==> src/rtl/excess3_to_bcd_seq_if.sv <==
// Handshake bundle for the Excess-3 to BCD decoder: word in, packed BCD and error mask out.
// The producer/consumer side drives the master modport; the decoder uses the slave modport.
interface excess3_to_bcd_seq_if #(
  parameter int DIGITS = 4
);
  logic                  in_valid;
  logic                  in_ready;
  logic [4*DIGITS-1:0]   in_code;
  logic                  out_valid;
  logic                  out_ready;
  logic [4*DIGITS-1:0]   out_bcd;
  logic                  out_err;
  logic [DIGITS-1:0]     out_err_mask;

  modport master (
    output in_valid, in_code, out_ready,
    input  in_ready, out_valid, out_bcd, out_err, out_err_mask
  );

  modport slave (
    input  in_valid, in_code, out_ready,
    output in_ready, out_valid, out_bcd, out_err, out_err_mask
  );
endinterface

==> src/rtl/excess3_to_bcd_seq.sv <==
// Sequential multi-digit Excess-3 to BCD decoder: accepts one packed word, converts one
// digit per clock (LSD first), then holds the BCD word and per-digit error mask until taken.
module excess3_to_bcd_seq #(
  parameter int DIGITS = 4
) (
  input  logic                  clk,
  input  logic                  rst_n,
  excess3_to_bcd_seq_if.slave   bus
);
  localparam int W     = 4 * DIGITS;
  localparam int CNT_W = (DIGITS > 1) ? $clog2(DIGITS) : 1;

  typedef enum logic [1:0] {
    IDLE = 2'd0,
    CONV = 2'd1,
    DONE = 2'd2
  } state_t;

  state_t             state_q, state_d;
  logic [CNT_W-1:0]   cnt_q;
  logic [W-1:0]       cap_q;
  logic [W-1:0]       bcd_q;
  logic [DIGITS-1:0]  mask_q;
  logic               err_q;

  logic               accept;
  logic               last_digit;
  logic [3:0]         cur_code;
  logic [3:0]         cur_bcd;
  logic               cur_illegal;

  // Digit currently being decoded; legal Excess-3 codes are 3..12.
  always_comb begin
    cur_code    = cap_q[4*int'(cnt_q) +: 4];
    cur_illegal = (cur_code < 4'd3) || (cur_code > 4'd12);
    cur_bcd     = cur_illegal ? 4'h0 : (cur_code - 4'd3);
    last_digit  = (cnt_q == CNT_W'(DIGITS - 1));
  end

  always_ff @(posedge clk or negedge rst_n) begin
    if (!rst_n) begin
      state_q <= IDLE;
    end else begin
      state_q <= state_d;
    end
  end

  // NOTE: every output of this block gets a default first, so no path leaves a latch behind.
  always_comb begin
    state_d = state_q;
    accept  = 1'b0;
    case (state_q)
      IDLE: begin
        if (bus.in_valid) begin
          accept  = 1'b1;
          state_d = CONV;
        end
      end
      CONV: begin
        if (last_digit) state_d = DONE;
      end
      DONE: begin
        if (bus.out_ready) state_d = IDLE;
      end
      default: state_d = IDLE;
    endcase
  end

  // NOTE: the capture and result registers are reset as well, so an aborted word never
  // leaks onto out_bcd; state updates use non-blocking assignments only.
  always_ff @(posedge clk or negedge rst_n) begin
    if (!rst_n) begin
      cnt_q  <= '0;
      cap_q  <= '0;
      bcd_q  <= '0;
      mask_q <= '0;
      err_q  <= 1'b0;
    end else if (accept) begin
      cnt_q  <= '0;
      cap_q  <= bus.in_code;
      bcd_q  <= '0;
      mask_q <= '0;
      err_q  <= 1'b0;
    end else if (state_q == CONV) begin
      bcd_q[4*int'(cnt_q) +: 4] <= cur_bcd;
      mask_q[cnt_q]             <= cur_illegal;
      err_q                     <= err_q | cur_illegal;
      if (!last_digit) cnt_q <= cnt_q + CNT_W'(1);
    end
  end

  // Results stay in registers after DONE so they hold once out_valid drops.
  assign bus.in_ready     = (state_q == IDLE);
  assign bus.out_valid    = (state_q == DONE);
  assign bus.out_bcd      = bcd_q;
  assign bus.out_err      = err_q;
  assign bus.out_err_mask = mask_q;
endmodule

==> src/flat_wrapper.sv <==
// flat-port wrapper written by rule: the top's interface ports become plain ports
module excess3_to_bcd_seq_flat 
#(
  parameter int DIGITS = 4
)
  (clk, rst_n, bus_in_valid, bus_in_code, bus_out_ready, bus_in_ready, bus_out_valid, bus_out_bcd, bus_out_err, bus_out_err_mask);
  excess3_to_bcd_seq_if #(.DIGITS(DIGITS)) bus_i ();
  input  logic clk;
  input  logic rst_n;
  input wire logic [$bits(bus_i.in_valid)-1:0] bus_in_valid;
  input wire logic [$bits(bus_i.in_code)-1:0] bus_in_code;
  input wire logic [$bits(bus_i.out_ready)-1:0] bus_out_ready;
  output wire logic [$bits(bus_i.in_ready)-1:0] bus_in_ready;
  output wire logic [$bits(bus_i.out_valid)-1:0] bus_out_valid;
  output wire logic [$bits(bus_i.out_bcd)-1:0] bus_out_bcd;
  output wire logic [$bits(bus_i.out_err)-1:0] bus_out_err;
  output wire logic [$bits(bus_i.out_err_mask)-1:0] bus_out_err_mask;
  assign bus_i.in_valid = bus_in_valid;
  assign bus_i.in_code = bus_in_code;
  assign bus_i.out_ready = bus_out_ready;
  assign bus_in_ready = bus_i.in_ready;
  assign bus_out_valid = bus_i.out_valid;
  assign bus_out_bcd = bus_i.out_bcd;
  assign bus_out_err = bus_i.out_err;
  assign bus_out_err_mask = bus_i.out_err_mask;
  excess3_to_bcd_seq #(.DIGITS(DIGITS)) u_core (.clk(clk), .rst_n(rst_n), .bus(bus_i));
endmodule
==> config.mk <==
export PLATFORM = sky130hd
export DESIGN_NAME = excess3_to_bcd_seq_flat
export DESIGN_NICKNAME = d
export VERILOG_FILES = /design/src/rtl/excess3_to_bcd_seq_if.sv /design/src/rtl/excess3_to_bcd_seq.sv /design/src/flat_wrapper.sv
export SDC_FILE = /design/constraint.sdc
export NUM_CORES = 1
export LEC_CHECK = 0
export BUFFER_PORTS_ARGS = -buffer_cell sky130_fd_sc_hd__buf_2
export CORE_MARGIN = 2
export CORE_UTILIZATION = 45
export CTS_CLUSTER_SIZE = 10
export DETAILED_ROUTE_END_ITERATION = 10
export PLACE_DENSITY = 0.68
export SLEW_MARGIN = 10
export SYNTH_ARGS = -nofsm -noshare
export SYNTH_HDL_FRONTEND = slang
export SYNTH_SLANG_ARGS = --single-unit
==> constraint.sdc <==
create_clock -name clk -period 3.8 [get_ports clk]
set_input_delay 0.76 -clock clk [delete_from_list [all_inputs] [get_ports clk]]
set_output_delay 0.76 -clock clk [all_outputs]
set_load 0.02 [all_outputs]
==> flow_metrics.env <==
export IMPL_status="finished clean"
export IMPL_postPlaceCellArea_sq_mm=0.002202
export IMPL_htreeDepth=2
export IMPL_drive_above_1_share_pct=37.56
export IMPL_power_density_mw_per_mm2=930.7
export IMPL_grt_overflow=0
export IMPL_hold_path_class="flop to flop"
export IMPL_post_synth_num_cell_types=29
export IMPL_post_cts_setup_inserts=0
export IMPL_first_global_vias=1458
export IMPL_detail_route_wl_per_cell_um=15.25
export IMPL_detailroute_via_count=1413
export IMPL_synthesis_yosys_warnings=0
export IMPL_netlist_instances=161
export IMPL_setup_viol=0
export IMPL_floorplan_initialDensity_pct=45.98
export IMPL_cp_data_arrival_time_ps=2580
export IMPL_mappedNetlistArea_sq_mm=0.001961
export IMPL_cp_common_cell="sky130_fd_sc_hd__inv_1"
export IMPL_timing_hold_worst_path_depth=2
export IMPL_drt_iter0_drc=71
export IMPL_buffer_and_inverter_count_on_the_worst_path=2
export IMPL_timing_hold_worst_start="u_core.bus.out_bcd[7]$_DFFE_PN0P_"
export IMPL_placeableCoreArea_sq_mm=0.004264
export IMPL_syn_to_final_growth_pct=18.00
export IMPL_gate_family_responsible_for_the_most_delay_along_the_worst_path="flip-flops"
export IMPL_rrSetupSlack_ps=1440
export IMPL_ir_worst_vdd_v=0.0004470
export IMPL_drt_vias_per_instance=5.498
export IMPL_cts_buffers_inserted=5
export IMPL_yosys_top_cells_area="sky130_fd_sc_hd__dfrtp_1, sky130_fd_sc_hd__mux2_2, sky130_fd_sc_hd__mux4_2"
export IMPL_drcViolationCount=0
export IMPL_timing_worst_slew_pin_value_ps=887.7
export IMPL_cts_hold_buffers_added=0
export IMPL_cts_max_path_buffers=2
export IMPL_maximum_number_of_pins_on_one_net_before_global_route_repair=42
export IMPL_detailedPlacementHpwl_mm=2.979
export IMPL_cp_data_required_time_ps=4030
export IMPL_timing_critical_path_from_type="flop"
export IMPL_die_area_sq_mm=0.004901
export IMPL_ff_latch_area_sq_mm=0.001026
export IMPL_synthArstFlopShare_pct=100.0
export IMPL_critical_path_class="flop to flop"
export IMPL_postSynthNetCount=187
export IMPL_synth_compound_area_share_pct=15.12
export IMPL_ys_ff_latch=41
export IMPL_numClockSinks=41
export IMPL_synthFlopType="sky130_fd_sc_hd__dfrtp_1"
export IMPL_placement_io_buffers=42
export IMPL_synthAdderAreaFrac_pct=3.829
export IMPL_multiInputGateArea_sq_um=855.8
export IMPL_pwr_total_mw=2.153
export IMPL_reg2reg_depth=7
export IMPL_worst_slew_margin_pct=40.82
export IMPL_fp_dieH_um=70.01
export IMPL_clock_skew_ps=4.557
export IMPL_drt_first_pass_iters=4
export IMPL_rsz_0062_raised_after_global_routing="no"
export IMPL_grtUsageTotal_pct=17.78
export IMPL_antenna_violations_before_repair=0
export IMPL_global_route_wire_length_before_repair_mm=6.817
export IMPL_final_min_period_over_clock_period_pct=61.97
export IMPL_synth_area_per_cell_sq_um=12.18
export IMPL_clkTransAtPathRegs_ps=80
export IMPL_post_cts_resize_count=0
export IMPL_synth_seq_area_share_pct=52.33
export IMPL_layout_filler_cells=368
export IMPL_rr_startpoint="u_core.cnt_q[0]$_DFFE_PN0P_"
export IMPL_maxClockFrequency_mhz=424.6
export IMPL_whs_endpoint="u_core.bus.out_bcd[7]$_DFFE_PN0P_"
export IMPL_floorplan_io_pins=43
export IMPL_std_cell_rows=24
export IMPL_sort_of_element_at_the_end_of_the_critical_path="flop"
export IMPL_p_leak_nw=1.137
export IMPL_fin_worst_hold_slack_ps=489.2
export IMPL_cp_cell_sequence="mux4_2 -> inv_1 -> ha_1 -> inv_1 -> a21boi_4 -> o21bai_4 -> a32o_1"
export IMPL_finalWeightedCongestion=0.8030
export IMPL_slowest_stage="sky130_fd_sc_hd__dfrtp_1"
export IMPL_dieWidth_um=70.01
export IMPL_fin_area_sq_mm=0.002313
export IMPL_slew_viol_final=0
export IMPL_insertion_delay_ps=290
export IMPL_final_core_util_pct=54.25
export IMPL_finalCriticalPeriod_ps=2355
export IMPL_diodes=0
export IMPL_clock_tree_from_tritoncts="done"
export IMPL_synth_enable_flop_cells=0
export IMPL_reg2reg_to="u_core.bus.out_bcd[1]$_DFFE_PN0P_"
export IMPL_cp_max_fo=13
export IMPL_finalHoldViolCount=0
export IMPL_postRouteAntennaNets=0
export IMPL_design_final_nets=230
export IMPL_cts_root_buf="sky130_fd_sc_hd__clkbuf_8"
export IMPL_detail_route_wirelength_mm=3.920
export IMPL_synth_largest_area_cell="sky130_fd_sc_hd__dfrtp_1"
export IMPL_worst_path_largest_cell_delay_ps=620
export IMPL_synth_top_area_share_pct=52.33
export IMPL_synth_area_mux_share_pct=14.36
export IMPL_synth_top_family_by_area="compound AO/OA/AOI/OAI gates"
export IMPL_yosys_area_share_xor_xnor_pct=0
export IMPL_basic_gate_share_of_the_synthesized_area_counting_and_or_nand_and_nor_cells_pct=10.34
export IMPL_totalNegativeSetupSlack_ps=0
export IMPL_cap_violations=0
## cell families after synthesis
family                     Yosys count
DFF                                 41
muxes                               21
adders and majority gates            6
and+or+nand+nor                     39
AOI/OAI and AO/OA                   37
buffers and inverters               17
## routing by layer
metal	GRT usage, %	vias up	routed length [um]
met4	6.838	0	73
met2	30.05	49	1966
met3	5.339	7	240
li1	-	667	-
met5	0	-	0
met1	21.33	690	1639
## flip-flops by register name, indices dropped and copies added (netlist names)
register and count:
u_core.bus.out_err_mask 4, u_core.cap_q 16, u_core.bus.out_err 1, u_core.bus.out_bcd 16, u_core.state_q 2, u_core.cnt_q 2
## placed cells by master, fill, tap and decap left out, types with 2 or more instances in the layout
master                     instances
sky130_fd_sc_hd__buf_2            42
sky130_fd_sc_hd__a32o_1            8
sky130_fd_sc_hd__nand2b_1          4
sky130_fd_sc_hd__nand4_1           3
sky130_fd_sc_hd__mux4_2            4
sky130_fd_sc_hd__a22o_1            3
sky130_fd_sc_hd__a21oi_1           4
sky130_fd_sc_hd__a21o_1            2
sky130_fd_sc_hd__nor2_1            5
sky130_fd_sc_hd__o31ai_2           2
sky130_fd_sc_hd__ha_1              6
sky130_fd_sc_hd__mux2_2           17
sky130_fd_sc_hd__clkbuf_8          5
sky130_fd_sc_hd__nor2b_1           5
sky130_fd_sc_hd__inv_1            10
sky130_fd_sc_hd__dfrtp_1          41
sky130_fd_sc_hd__o21ai_0          14
sky130_fd_sc_hd__nand2_1          15
sky130_fd_sc_hd__nor3_1            2
## cell usage after synthesis, drive strengths merged (4+ instances only)
cell type,instances
dfrtp,41
mux2,17
nand2,15
o21ai,14
inv,10
a32o,8
ha,6
nor2,5
nor2b,5
a21oi,4
clkbuf,4
mux4,4
nand2b,4
## how the worst max path moves through the flow
stage | from | endpoint | slack [ps] | depth (start not counted)
after floorplan | u_core.cnt_q[0]$_DFFE_PN0P_ | u_core.bus.out_bcd[12]$_DFFE_PN0P_ | 1750 | 7
after global placement | u_core.cnt_q[0]$_DFFE_PN0P_ | u_core.bus.out_bcd[4]$_DFFE_PN0P_ | 1520 | 7
after detailed placement | u_core.cnt_q[0]$_DFFE_PN0P_ | u_core.bus.out_err_mask[3]$_DFFE_PN0P_ | 1450 | 7
after CTS | u_core.cnt_q[0]$_DFFE_PN0P_ | u_core.bus.out_err_mask[3]$_DFFE_PN0P_ | 1430 | 7
after global routing | u_core.cnt_q[0]$_DFFE_PN0P_ | u_core.bus.out_err_mask[0]$_DFFE_PN0P_ | 1270 | 7
final | u_core.cnt_q[0]$_DFFE_PN0P_ | u_core.bus.out_bcd[1]$_DFFE_PN0P_ | 1440 | 7
## through the flow
step | setup WS, ps | std cells
2_1_floorplan | 1746 | 161
3_3_place_gp | 1519 | 249
3_5_place_dp | 1454 | 249
4_1_cts | 1427 | 257
5_1_grt | 1273 | 257
6_report | 1445 | 257
## layout make-up
type	count	area share (%)
Inverter	10	1.622
Tap cell	52	2.812
Sequential cell	41	44.35
Timing Repair Buffer	43	9.410
Multi-Input combinational cell	103	36.99
Clock buffer	6	3.137
Clock inverter	2	1.677
## tightest hold or removal path: cells and delay by family, from the launching register on
| kind | cells | cell delay (ps) |
|---|---|---|
| DFF | 1 | 350 |
| and+or+nand+nor | 1 | 50 |
| AOI/OAI and AO/OA | 1 | 60 |
## report_power, final
part           leakage, nW  internal, mW  total (mW)  switching, mW
clock               0.0554         0.197       0.345          0.148
combinational        0.557         0.456        1.06          0.608
sequential           0.524         0.600       0.745          0.144
total                 1.14          1.25        2.15          0.899
Note: power is estimated with default switching activity, not from simulation.
